$ cat src/rtl/adder_seq_n_pkg.sv
// rtl/adder_seq_n_pkg.sv - shared types and helpers for the multi-cycle adder
// Contents: FSM state encoding and the chunk-index width helper.
package adder_seq_n_pkg;

  typedef enum logic {
    ST_IDLE = 1'b0,
    ST_RUN  = 1'b1
  } state_e;

  // Width of the chunk index counter; never narrower than one bit so the
  // single-chunk configuration still has a legal vector.
  function automatic int idx_width(input int nsteps);
    return (nsteps > 1) ? $clog2(nsteps) : 1;
  endfunction

endpackage

$ cat src/rtl/adder_seq_n_if.sv
// rtl/adder_seq_n_if.sv - request/result bundle for the multi-cycle adder
// master: drives start, x, y, carry_in, sub; observes busy, done, sum, carry_out, overflow.
// slave : the adder side of the same signals.
interface adder_seq_n_if #(
  parameter int WIDTH = 32
);
  logic             start;
  logic [WIDTH-1:0] x;
  logic [WIDTH-1:0] y;
  logic             carry_in;
  logic             sub;
  logic             busy;
  logic             done;
  logic [WIDTH-1:0] sum;
  logic             carry_out;
  logic             overflow;

  modport master (
    output start, x, y, carry_in, sub,
    input  busy, done, sum, carry_out, overflow
  );

  modport slave (
    input  start, x, y, carry_in, sub,
    output busy, done, sum, carry_out, overflow
  );
endinterface

$ cat src/rtl/adder_seq_n_chunk.sv
// rtl/adder_seq_n_chunk.sv - CHUNK-bit ripple adder built from full_adder cells
// Ports: a, b (CHUNK bits), cin in; sum (CHUNK bits), carry_out, carry_msb out.
// carry_msb is the carry into the top bit, used by the parent for signed overflow.
module adder_chunk #(
  parameter int CHUNK = 8
) (
  input  logic [CHUNK-1:0] a,
  input  logic [CHUNK-1:0] b,
  input  logic             cin,
  output logic [CHUNK-1:0] sum,
  output logic             carry_out,
  output logic             carry_msb
);
  logic [CHUNK:0] c;

  assign c[0] = cin;

  for (genvar i = 0; i < CHUNK; i++) begin : g_bit
    full_adder u_fa (
      .a    (a[i]),
      .b    (b[i]),
      .cin  (c[i]),
      .s    (sum[i]),
      .cout (c[i+1])
    );
  end

  assign carry_out = c[CHUNK];
  assign carry_msb = c[CHUNK-1];
endmodule

$ cat src/rtl/full_adder.sv
// rtl/full_adder.sv - single-bit full adder cell
// Ports: a, b, cin in; s (sum bit), cout (carry out) out.
module full_adder (
  input  logic a,
  input  logic b,
  input  logic cin,
  output logic s,
  output logic cout
);
  assign s    = a ^ b ^ cin;
  assign cout = (a & b) | (a & cin) | (b & cin);
endmodule

$ cat src/rtl/adder_seq_n.sv
// rtl/adder_seq_n.sv - multi-cycle WIDTH-bit add/subtract, CHUNK bits per clock
// Ports: clk, rst_n (sync, active-low); bus (slave): start/x/y/carry_in/sub in,
//        busy/done/sum/carry_out/overflow out.
module adder_seq_n
  import adder_seq_n_pkg::*;
#(
  parameter int WIDTH = 32,
  parameter int CHUNK = 8
) (
  input  logic         clk,
  input  logic         rst_n,
  adder_seq_n_if.slave bus
);
  localparam int NSTEPS = WIDTH / CHUNK;
  localparam int IDXW   = idx_width(NSTEPS);
  localparam logic [IDXW-1:0] K_LAST = IDXW'(NSTEPS - 1);

  state_e           state_q, state_d;
  logic [WIDTH-1:0] a_q, a_d;
  logic [WIDTH-1:0] b_q, b_d;
  logic             c_q, c_d;
  logic [IDXW-1:0]  k_q, k_d;
  logic [WIDTH-1:0] w_q, w_d;
  logic [WIDTH-1:0] sum_q, sum_d;
  logic             cout_q, cout_d;
  logic             ovf_q, ovf_d;
  logic             done_q, done_d;

  logic [CHUNK-1:0] a_sel, b_sel, ch_sum;
  logic             ch_cout, ch_cmsb;

  // One adder slice shared by every chunk; the index picks its operands.
  adder_chunk #(.CHUNK(CHUNK)) u_chunk (
    .a         (a_sel),
    .b         (b_sel),
    .cin       (c_q),
    .sum       (ch_sum),
    .carry_out (ch_cout),
    .carry_msb (ch_cmsb)
  );

  always_comb begin
    a_sel = '0;
    b_sel = '0;
    for (int i = 0; i < NSTEPS; i++) begin
      if (k_q == IDXW'(i)) begin
        a_sel = a_q[i*CHUNK +: CHUNK];
        b_sel = b_q[i*CHUNK +: CHUNK];
      end
    end
  end

  always_comb begin
    state_d = state_q;
    a_d     = a_q;
    b_d     = b_q;
    c_d     = c_q;
    k_d     = k_q;
    w_d     = w_q;
    sum_d   = sum_q;
    cout_d  = cout_q;
    ovf_d   = ovf_q;
    done_d  = 1'b0;

    case (state_q)
      ST_IDLE: begin
        if (bus.start) begin
          a_d     = bus.x;
          // Subtraction folds into addition of the complement; carry_in=1
          // supplies the +1 of two's complement.
          b_d     = bus.sub ? ~bus.y : bus.y;
          c_d     = bus.carry_in;
          k_d     = '0;
          state_d = ST_RUN;
        end
      end
      ST_RUN: begin
        for (int i = 0; i < NSTEPS; i++) begin
          if (k_q == IDXW'(i)) begin
            w_d[i*CHUNK +: CHUNK] = ch_sum;
          end
        end
        c_d = ch_cout;
        k_d = k_q + IDXW'(1);
        if (k_q == K_LAST) begin
          // Publish w_d rather than w_q so the final chunk lands on this edge.
          sum_d   = w_d;
          cout_d  = ch_cout;
          ovf_d   = ch_cmsb ^ ch_cout;
          done_d  = 1'b1;
          k_d     = '0;
          state_d = ST_IDLE;
        end
      end
      default: state_d = ST_IDLE;
    endcase
  end

  always_ff @(posedge clk) begin
    if (!rst_n) begin
      state_q <= ST_IDLE;
      a_q     <= '0;
      b_q     <= '0;
      c_q     <= 1'b0;
      k_q     <= '0;
      w_q     <= '0;
      sum_q   <= '0;
      cout_q  <= 1'b0;
      ovf_q   <= 1'b0;
      done_q  <= 1'b0;
    end else begin
      state_q <= state_d;
      a_q     <= a_d;
      b_q     <= b_d;
      c_q     <= c_d;
      k_q     <= k_d;
      w_q     <= w_d;
      sum_q   <= sum_d;
      cout_q  <= cout_d;
      ovf_q   <= ovf_d;
      done_q  <= done_d;
    end
  end

  assign bus.busy      = (state_q == ST_RUN);
  assign bus.done      = done_q;
  assign bus.sum       = sum_q;
  assign bus.carry_out = cout_q;
  assign bus.overflow  = ovf_q;
endmodule

$ cat src/flat_wrapper.sv
// flat-port wrapper written by rule: the top's interface ports become plain ports
module adder_seq_n_flat import adder_seq_n_pkg::*;
#(
  parameter int WIDTH = 32,
  parameter int CHUNK = 8
)
  (clk, rst_n, bus_start, bus_x, bus_y, bus_carry_in, bus_sub, bus_busy, bus_done, bus_sum, bus_carry_out, bus_overflow);
  adder_seq_n_if #(.WIDTH(WIDTH)) bus_i ();
  input  logic clk;
  input  logic rst_n;
  input wire logic [$bits(bus_i.start)-1:0] bus_start;
  input wire logic [$bits(bus_i.x)-1:0] bus_x;
  input wire logic [$bits(bus_i.y)-1:0] bus_y;
  input wire logic [$bits(bus_i.carry_in)-1:0] bus_carry_in;
  input wire logic [$bits(bus_i.sub)-1:0] bus_sub;
  output wire logic [$bits(bus_i.busy)-1:0] bus_busy;
  output wire logic [$bits(bus_i.done)-1:0] bus_done;
  output wire logic [$bits(bus_i.sum)-1:0] bus_sum;
  output wire logic [$bits(bus_i.carry_out)-1:0] bus_carry_out;
  output wire logic [$bits(bus_i.overflow)-1:0] bus_overflow;
  assign bus_i.start = bus_start;
  assign bus_i.x = bus_x;
  assign bus_i.y = bus_y;
  assign bus_i.carry_in = bus_carry_in;
  assign bus_i.sub = bus_sub;
  assign bus_busy = bus_i.busy;
  assign bus_done = bus_i.done;
  assign bus_sum = bus_i.sum;
  assign bus_carry_out = bus_i.carry_out;
  assign bus_overflow = bus_i.overflow;
  adder_seq_n #(.WIDTH(WIDTH), .CHUNK(CHUNK)) u_core (.clk(clk), .rst_n(rst_n), .bus(bus_i));
endmodule
$ cat config.mk
export PLATFORM = sky130hd
export DESIGN_NAME = adder_seq_n_flat
export DESIGN_NICKNAME = d
export VERILOG_FILES = /design/src/rtl/adder_seq_n_pkg.sv /design/src/rtl/adder_seq_n_if.sv /design/src/rtl/adder_seq_n_chunk.sv /design/src/rtl/full_adder.sv /design/src/rtl/adder_seq_n.sv /design/src/flat_wrapper.sv
export SDC_FILE = /design/constraint.sdc
export NUM_CORES = 1
export LEC_CHECK = 0
export ABC_AREA = 1
export BUFFER_PORTS_ARGS = -buffer_cell sky130_fd_sc_hd__clkbuf_2
export CAP_MARGIN = 40
export CORE_MARGIN = 2
export CORE_UTILIZATION = 49
export DETAILED_ROUTE_END_ITERATION = 12
export PLACE_DENSITY = 0.8
export SETUP_SLACK_MARGIN = 0.02
export SLEW_MARGIN = 20
export SYNTH_ARGS = -nofsm -noshare
export SYNTH_HDL_FRONTEND = slang
export SYNTH_HIERARCHICAL = 1
export SYNTH_SLANG_ARGS = --single-unit
$ cat constraint.sdc
create_clock -name clk -period 4.8 [get_ports clk]
set_input_delay 0.48 -clock clk [delete_from_list [all_inputs] [get_ports clk]]
set_output_delay 0.48 -clock clk [all_outputs]
set_load 0.1 [all_outputs]
==> impl_metrics.py, run 1 <==
metrics = {
    "yosys": {
        "synth_ff_type": "dfxtp_1",
        "synth_edf_count": 0,
        "synthTopCellsByArea": "dfxtp_1, nand2_1, nor2_1, o21ai_0, fa_1",
        "syn_avg_cell_area_sq_um": 6.537,
        "synth_seq_area_share": 0.4264,
        "synth_compound_area_frac": 0.09843,
        "synth_top_area_frac": 0.4264,
        "ys_seq_elements": 127,
        "synth-xor-area-share": 0.001469,
        "synth_cells": 912,
        "synth_top_family_by_area": "simple AND/OR/NAND/NOR gates",
        "synth_nets": 993,
        "synth_top_area_cell": "dfxtp_1",
        "async_flop_share": 0,
        "yosysMostFrequentCell": "nand2_1",
        "synth_cell_types": 21,
        "synth_area_sq_um": 5962,
        "synth_mux_area_frac": 0,
        "ys_warn_count": 6,
        "ys_top_cells_by_count": "nand2_1, nor2_1, dfxtp_1",
        "synth-adder-area-share": 0.03526,
        "synth-simple-area-share": 0.3597,
    },
    "setup_path": {
        "worstReg2RegEnd": "u_core/w_q[15]",
        "path_class": "register to register",
        "crit_top_cell": "fa_2",
        "slowest_delay_ns": 0.49,
        "endpoint_kind": "register",
        "cp_max_fo": 6,
        "cp_num_buf_inv": 3,
        "crit_chain": "inv_1 > ha_4 > inv_1 > nand3_1 > nand2_1 > nand2_1 > nand2_1 > fa_2 > fa_1 > fa_1 > fa_2 > fa_2 > fa_2 > fa_2 > fa_2 > nand2_1 > nand2_1 > o21ai_0 > inv_1",
        "crit_arrival_ns": 4.86,
        "r2r_slack_ns": 0.24,
        "rr_worst_depth": 19,
        "reg2reg_from": "u_core/k_q[1]",
        "crit_required_ns": 5.10,
        "crit_start": "u_core/k_q[1]",
        "start_kind": "register",
        "crit_path_top_delay_cell": "fa_2",
        "crit_family": "adder cells",
    },
    "power": {
        "vdd_ir_drop_max_v": 0.0001975,
        "power_density_nw_per_um2": 403.9,
        "p_leak_uw": 0.003757,
        "p_total_uw": 2913,
    },
    "floorplan": {
        "core-area_sq_um": 11960,
        "die_y_um": 114.3,
        "die_w_um": 114.3,
        "initial_utilization": 0.4984,
        "ios": 105,
        "dieArea_sq_um": 13070,
        "rows": 40,
    },
    "timing": {
        "slew_violations": 0,
        "setup_violations": 0,
        "fin_crit_ns": 4.564,
        "worst_pin_slew_ns": 0.7683,
        "hold_ws_ns": 0.3222,
        "relSlewSlack": 0.4866,
        "fmax_mhz": 219.1,
        "rsz0062_at_grt": "false",
        "report.final.hold_viol_count": 0,
        "worst_clock_skew_ns": 0.01014,
        "period_share": 0.9508,
    },
    "hold_path": {
        "hold_depth": 3,
        "worstHoldEndpoint": "u_core/a_q[23]",
        "hp-class": "input pin to register",
        "min-delay-start": "bus_x[23]",
    },
    "clock_tree": {
        "htree_levels": 4,
        "clockBufferDepth": 2,
        "cts_tree": "built",
        "clock_latency_ns": 0.41,
        "cts_setup_buffers": 0,
        "numCtsBuffers": 17,
        "clk_pin_slew_ns": 0.06,
        "clkSinkCount": 127,
        "cts-root-buf": "clkbuf_16",
        "cts_hold_buf": 0,
    },
    "run_status": {
        "run_status": "finished clean",
    },
    "global_routing": {
        "grt_pass1_wl_um": 24450,
        "grt_usage": 0.2341,
        "globalRouteOverflowTotal": 0,
        "grt_max_degree": 97,
        "grt_pass1_vias": 5197,
        "grt_antenna_before_repair": 0,
    },
    "layout": {
        "diodes": 0,
        "fin_cells": 1157,
        "fin_nets": 1078,
        "area_growth_pct": 20.97,
        "drive_gt1_frac": 0.1752,
        "fillCellCount": 1098,
    },
    "detailed_routing": {
        "ant_nets": 0,
        "via_count": 5785,
        "routed_wl_um": 14670,
        "met3_length_um": 862,
        "drc_errors": 0,
        "post_drt_wl_per_cell_um": 12.68,
        "vias_per_cell": 5.000,
        "first_pass_iters": 6,
        "drt-met1-wl_um": 6781,
        "drt_iter0_drc": 529,
        "highest_layer": "met4",
        "wl_met2_um": 6895,
    },
    "placed_design": {
        "portBuffers": 104,
        "numPlacedInstances": 1123,
        "dp_hpwl_um": 9827,
        "place_congestion": 0.8527,
    },
    "flow_run": {
        "cap_violations": 0,
    },
}
[layout make-up]
class                      instances  area (sq um)  share of cell area
multi-input combinational        684          2994              0.4152
clock inverter                    13         162.7             0.02255
clock buffer                      19         442.9             0.06142
sequential                       127          2547              0.3532
timing repair buffer             123         715.7             0.09924
tap                              147         183.9             0.02550
inverter                          44         165.2             0.02290
[cell families after synthesis]
logic type / after synthesis
buf+inv: 101
simple gates: 556
flops: 127
compound gates: 115
xor+xnor: 1
fa+ha+maj: 12
[layer usage]
metal,up-vias,track usage
met2,207,0.3810
li1,2982,-
met5,-,0
met4,0,0.06829
met1,2582,0.3176
met3,14,0.04606
[registers in the layout, summed over array words and instances, names as in the netlist]
name,cells
u_core/b_q,32
u_core/bus.carry_out,1
u_core/bus.overflow,1
u_core/bus.sum,32
u_core/k_q,2
u_core/c_q,1
u_core/bus.busy,1
u_core/a_q,32
u_core/bus.done,1
u_core/w_q,24
[cell usage in the layout (no fill, tap or decap), types with 3 or more instances in the layout]
cell and instances:
a21oi_1 17, buf_4 16, bufinv_16 3, clkbuf_16 17, clkbuf_2 104, clkinv_2 3
clkinvlp_4 3, dfxtp_1 125, fa_2 6, inv_1 39, inv_2 5, nand2_1 290
nand3_1 18, nor2_1 243, o21ai_0 93, o21ai_2 4
[how the worst max path moves through the flow]
stage	endpoint	slack (ns)	cells after the start
3_5_place_dp	u_core/w_q[23]	-0.04	19
2_1_floorplan	u_core/w_q[7]	0.04	20
5_1_grt	u_core/w_q[7]	0.05	19
3_3_place_gp	u_core/w_q[7]	0.08	19
4_1_cts	u_core/w_q[23]	0.02	19
6_report	u_core/w_q[15]	0.24	19
[metrics by stage]
stage	cell area (sq um)	setup slack [ns]	util	TNS (ns)
5_1_grt	7212	0.04908	0.6029	0
6_report	7212	0.2363	0.6029	0
2_1_floorplan	5978	0.04109	-	0
3_5_place_dp	6510	-0.03791	0.5442	-0.09256
3_3_place_gp	6490	0.08088	0.5426	0
4_1_cts	7121	0.02493	0.5953	0
[worst register-to-register path, stage by stage, from the launching register on]
cell and delay (ns):
dfxtp_4 0.36, inv_1 0.13, ha_4 0.18, inv_1 0.08, nand3_1 0.07, nand2_1 0.05
nand2_1 0.05, nand2_1 0.08, fa_2 0.39, fa_1 0.39, fa_1 0.40, fa_2 0.35
fa_2 0.35, fa_2 0.36, fa_2 0.37, fa_2 0.49, nand2_1 0.09, nand2_1 0.06
o21ai_0 0.15, inv_1 0.05
[repair_timing]
| item | CTS | global route |
|---|---|---|
| setup endpoints to repair | 3 | 9 |
| endpoints found under the hold margin | 0 | 0 |
| pin swaps | 1 | 2 |
| gates resized for setup | 2 | 12 |
[power breakdown]
group | total, uW | internal [uW] | switching, uW | leakage (uW)
Sequential | 1160 | 1120 | 39.8 | 0.00104
Combinational | 447 | 161 | 286 | 0.00242
Clock | 1310 | 832 | 476 | 0.000290
No activity file was read; power rests on OpenSTA's default activity.
==> run 2, diff against run 1 <==
--- a/config.mk
+++ b/config.mk
@@ -12,6 +12,7 @@
 export CORE_UTILIZATION = 49
 export DETAILED_ROUTE_END_ITERATION = 12
 export PLACE_DENSITY = 0.8
+export RECOVER_POWER = 25
 export SETUP_SLACK_MARGIN = 0.02
 export SLEW_MARGIN = 20
 export SYNTH_ARGS = -nofsm -noshare
==> impl_metrics.py, run 2 (synthesis gave the netlist of run 1 again) <==
metrics = {
    "power": {
        "power_density_nw_per_um2": 406.4,
        "p_leak_uw": 0.003695,
        "vdd_ir_drop_max_v": 0.0001983,
    },
    "detailed_routing": {
        "via_count": 5795,
        "post_drt_wl_per_cell_um": 12.68,
        "routed_wl_um": 14680,
        "drt_iter0_drc": 538,
        "ant_nets": 0,
        "first_pass_iters": 5,
        "drc_errors": 0,
        "vias_per_cell": 5.009,
    },
    "floorplan": {
        "die_y_um": 114.3,
        "core-area_sq_um": 11960,
        "die_w_um": 114.3,
        "dieArea_sq_um": 13070,
        "initial_utilization": 0.4984,
        "ios": 105,
        "rows": 40,
    },
    "setup_path": {
        "start_kind": "register",
        "path_class": "register to register",
        "endpoint_kind": "register",
        "worstReg2RegEnd": "u_core/w_q[15]",
        "reg2reg_from": "u_core/k_q[1]",
        "crit_arrival_ns": 4.89,
        "r2r_slack_ns": 0.21,
        "crit_required_ns": 5.10,
        "cp_max_fo": 6,
        "crit_start": "u_core/k_q[1]",
        "rr_worst_depth": 19,
    },
    "clock_tree": {
        "cts_tree": "built",
        "clock_latency_ns": 0.41,
        "numCtsBuffers": 17,
        "clkSinkCount": 127,
        "clk_pin_slew_ns": 0.06,
        "cts-root-buf": "clkbuf_16",
        "clockBufferDepth": 2,
        "cts_hold_buf": 0,
        "htree_levels": 4,
    },
    "layout": {
        "area_growth_pct": 20.15,
        "diodes": 0,
        "fin_nets": 1078,
        "layout_commonest_cell": "nand2_1",
        "multi_input_area_sq_um": 2992,
        "fillCellCount": 1116,
        "drive_gt1_frac": 0.1594,
        "seq_area_sq_um": 2547,
        "most-common-layout-cells": "nand2_1, nor2_1, dfxtp_1",
    },
    "global_routing": {
        "grt_max_degree": 97,
        "globalRouteOverflowTotal": 0,
        "grt.busiest_layer": "met2",
        "use_met2": 0.3810,
        "use_met3": 0.04606,
        "grt_usage": 0.2341,
        "grt_antenna_before_repair": 0,
        "use_met1": 0.3176,
        "grt_pass1_vias": 5197,
        "grt_pass1_wl_um": 24450,
    },
    "timing": {
        "report.final.hold_viol_count": 0,
        "worst_clock_skew_ns": 0.01054,
        "worst_pin_slew_ns": 1.589,
        "period_share": 0.9572,
        "relSlewSlack": -0.05966,
        "fin_crit_ns": 4.595,
        "setup_violations": 0,
        "finalSetupTns_ns": 0,
        "fin_ws_ns": 0.2053,
        "slew_violations": 125,
        "fmax_mhz": 217.6,
        "rsz0062_at_grt": "false",
    },
    "hold_path": {
        "hold_depth": 3,
        "hp-class": "input pin to register",
        "worstHoldEndpoint": "u_core/a_q[23]",
        "min-delay-start": "bus_x[23]",
    },
    "flow_run": {
        "cap_violations": 2,
    },
    "placed_design": {
        "dp_hpwl_um": 9827,
        "place_ws_ns": -0.03791,
        "portBuffers": 104,
        "place_congestion": 0.8527,
    },
    "run_status": {
        "violations": "capacitance limit, slew limit",
        "run_status": "finished, violations left",
    },
}
-- run 2: changes by cell type in the layout (fill, tap and decap cells not counted), sizes merged --
cell / change
buf: -3
clkbuf: +3
-- run 2: metal layers --
| metal | vias up | routed length (um) |
|---|---|---|
| met5 | - | 0 |
| met4 | 0 | 142 |
| met3 | 17 | 893 |
| met2 | 200 | 6880 |
| met1 | 2600 | 6760 |
| li1 | 2978 | - |
-- run 2: worst max path at each step --
| stage | to | slack [ns] | cells past startpoint |
|---|---|---|---|
| floorplan | u_core/w_q[7] | 0.04 | 20 |
| global placement | u_core/w_q[7] | 0.08 | 19 |
| detailed placement | u_core/w_q[23] | -0.04 | 19 |
| CTS | u_core/w_q[23] | 0.02 | 19 |
| global route | u_core/w_q[7] | 0.05 | 19 |
| finish | u_core/w_q[15] | 0.21 | 19 |
-- run 2: cell type report --
cell class                      instances  area share
Timing Repair Buffer                  123     0.09345
Inverter                               44     0.02306
Tap cell                              147     0.02568
Clock inverter                         13     0.02271
Multi-Input combinational cell        684      0.4176
Clock buffer                           19     0.06183
Sequential cell                       127      0.3556
-- run 2: what timing repair did --
item,CTS,global route
setup buffers,0,0
setup endpoints to repair,3,9
pin swaps,1,2
resized for setup,2,12
-- run 2: power by group --
| group | switching [uW] | total [uW] | internal [uW] |
|---|---|---|---|
| clock network | 476 | 1310 | 832 |
| logic | 285 | 446 | 160 |
| registers | 39.3 | 1160 | 1120 |
| total | 801 | 2910 | 2110 |
-- run 2: critical path, stage by stage, from the launching register on --
cell	delay, ns
dfxtp_4	0.36
inv_1	0.13
ha_4	0.18
inv_1	0.08
nand3_1	0.07
nand2_1	0.05
nand2_1	0.05
nand2_1	0.08
fa_2	0.39
fa_1	0.38
fa_1	0.40
fa_2	0.35
fa_2	0.35
fa_2	0.36
fa_2	0.37
fa_2	0.50
nand2_1	0.09
nand2_1	0.06
o21ai_0	0.17
inv_1	0.06
-- run 2: through the flow --
step	cell area, sq um	hold slack (ns)	power [uW]	instances	utilization
after floorplan	5978	0.4549	1470	912	-
after global placement	6490	0.4282	1592	1122	0.5426
after detailed placement	6510	0.4325	1602	1123	0.5442
after CTS	7121	0.3124	2905	1155	0.5953
after global routing	7163	0.3274	3036	1157	0.5988
final	7163	0.3188	2911	1157	0.5988
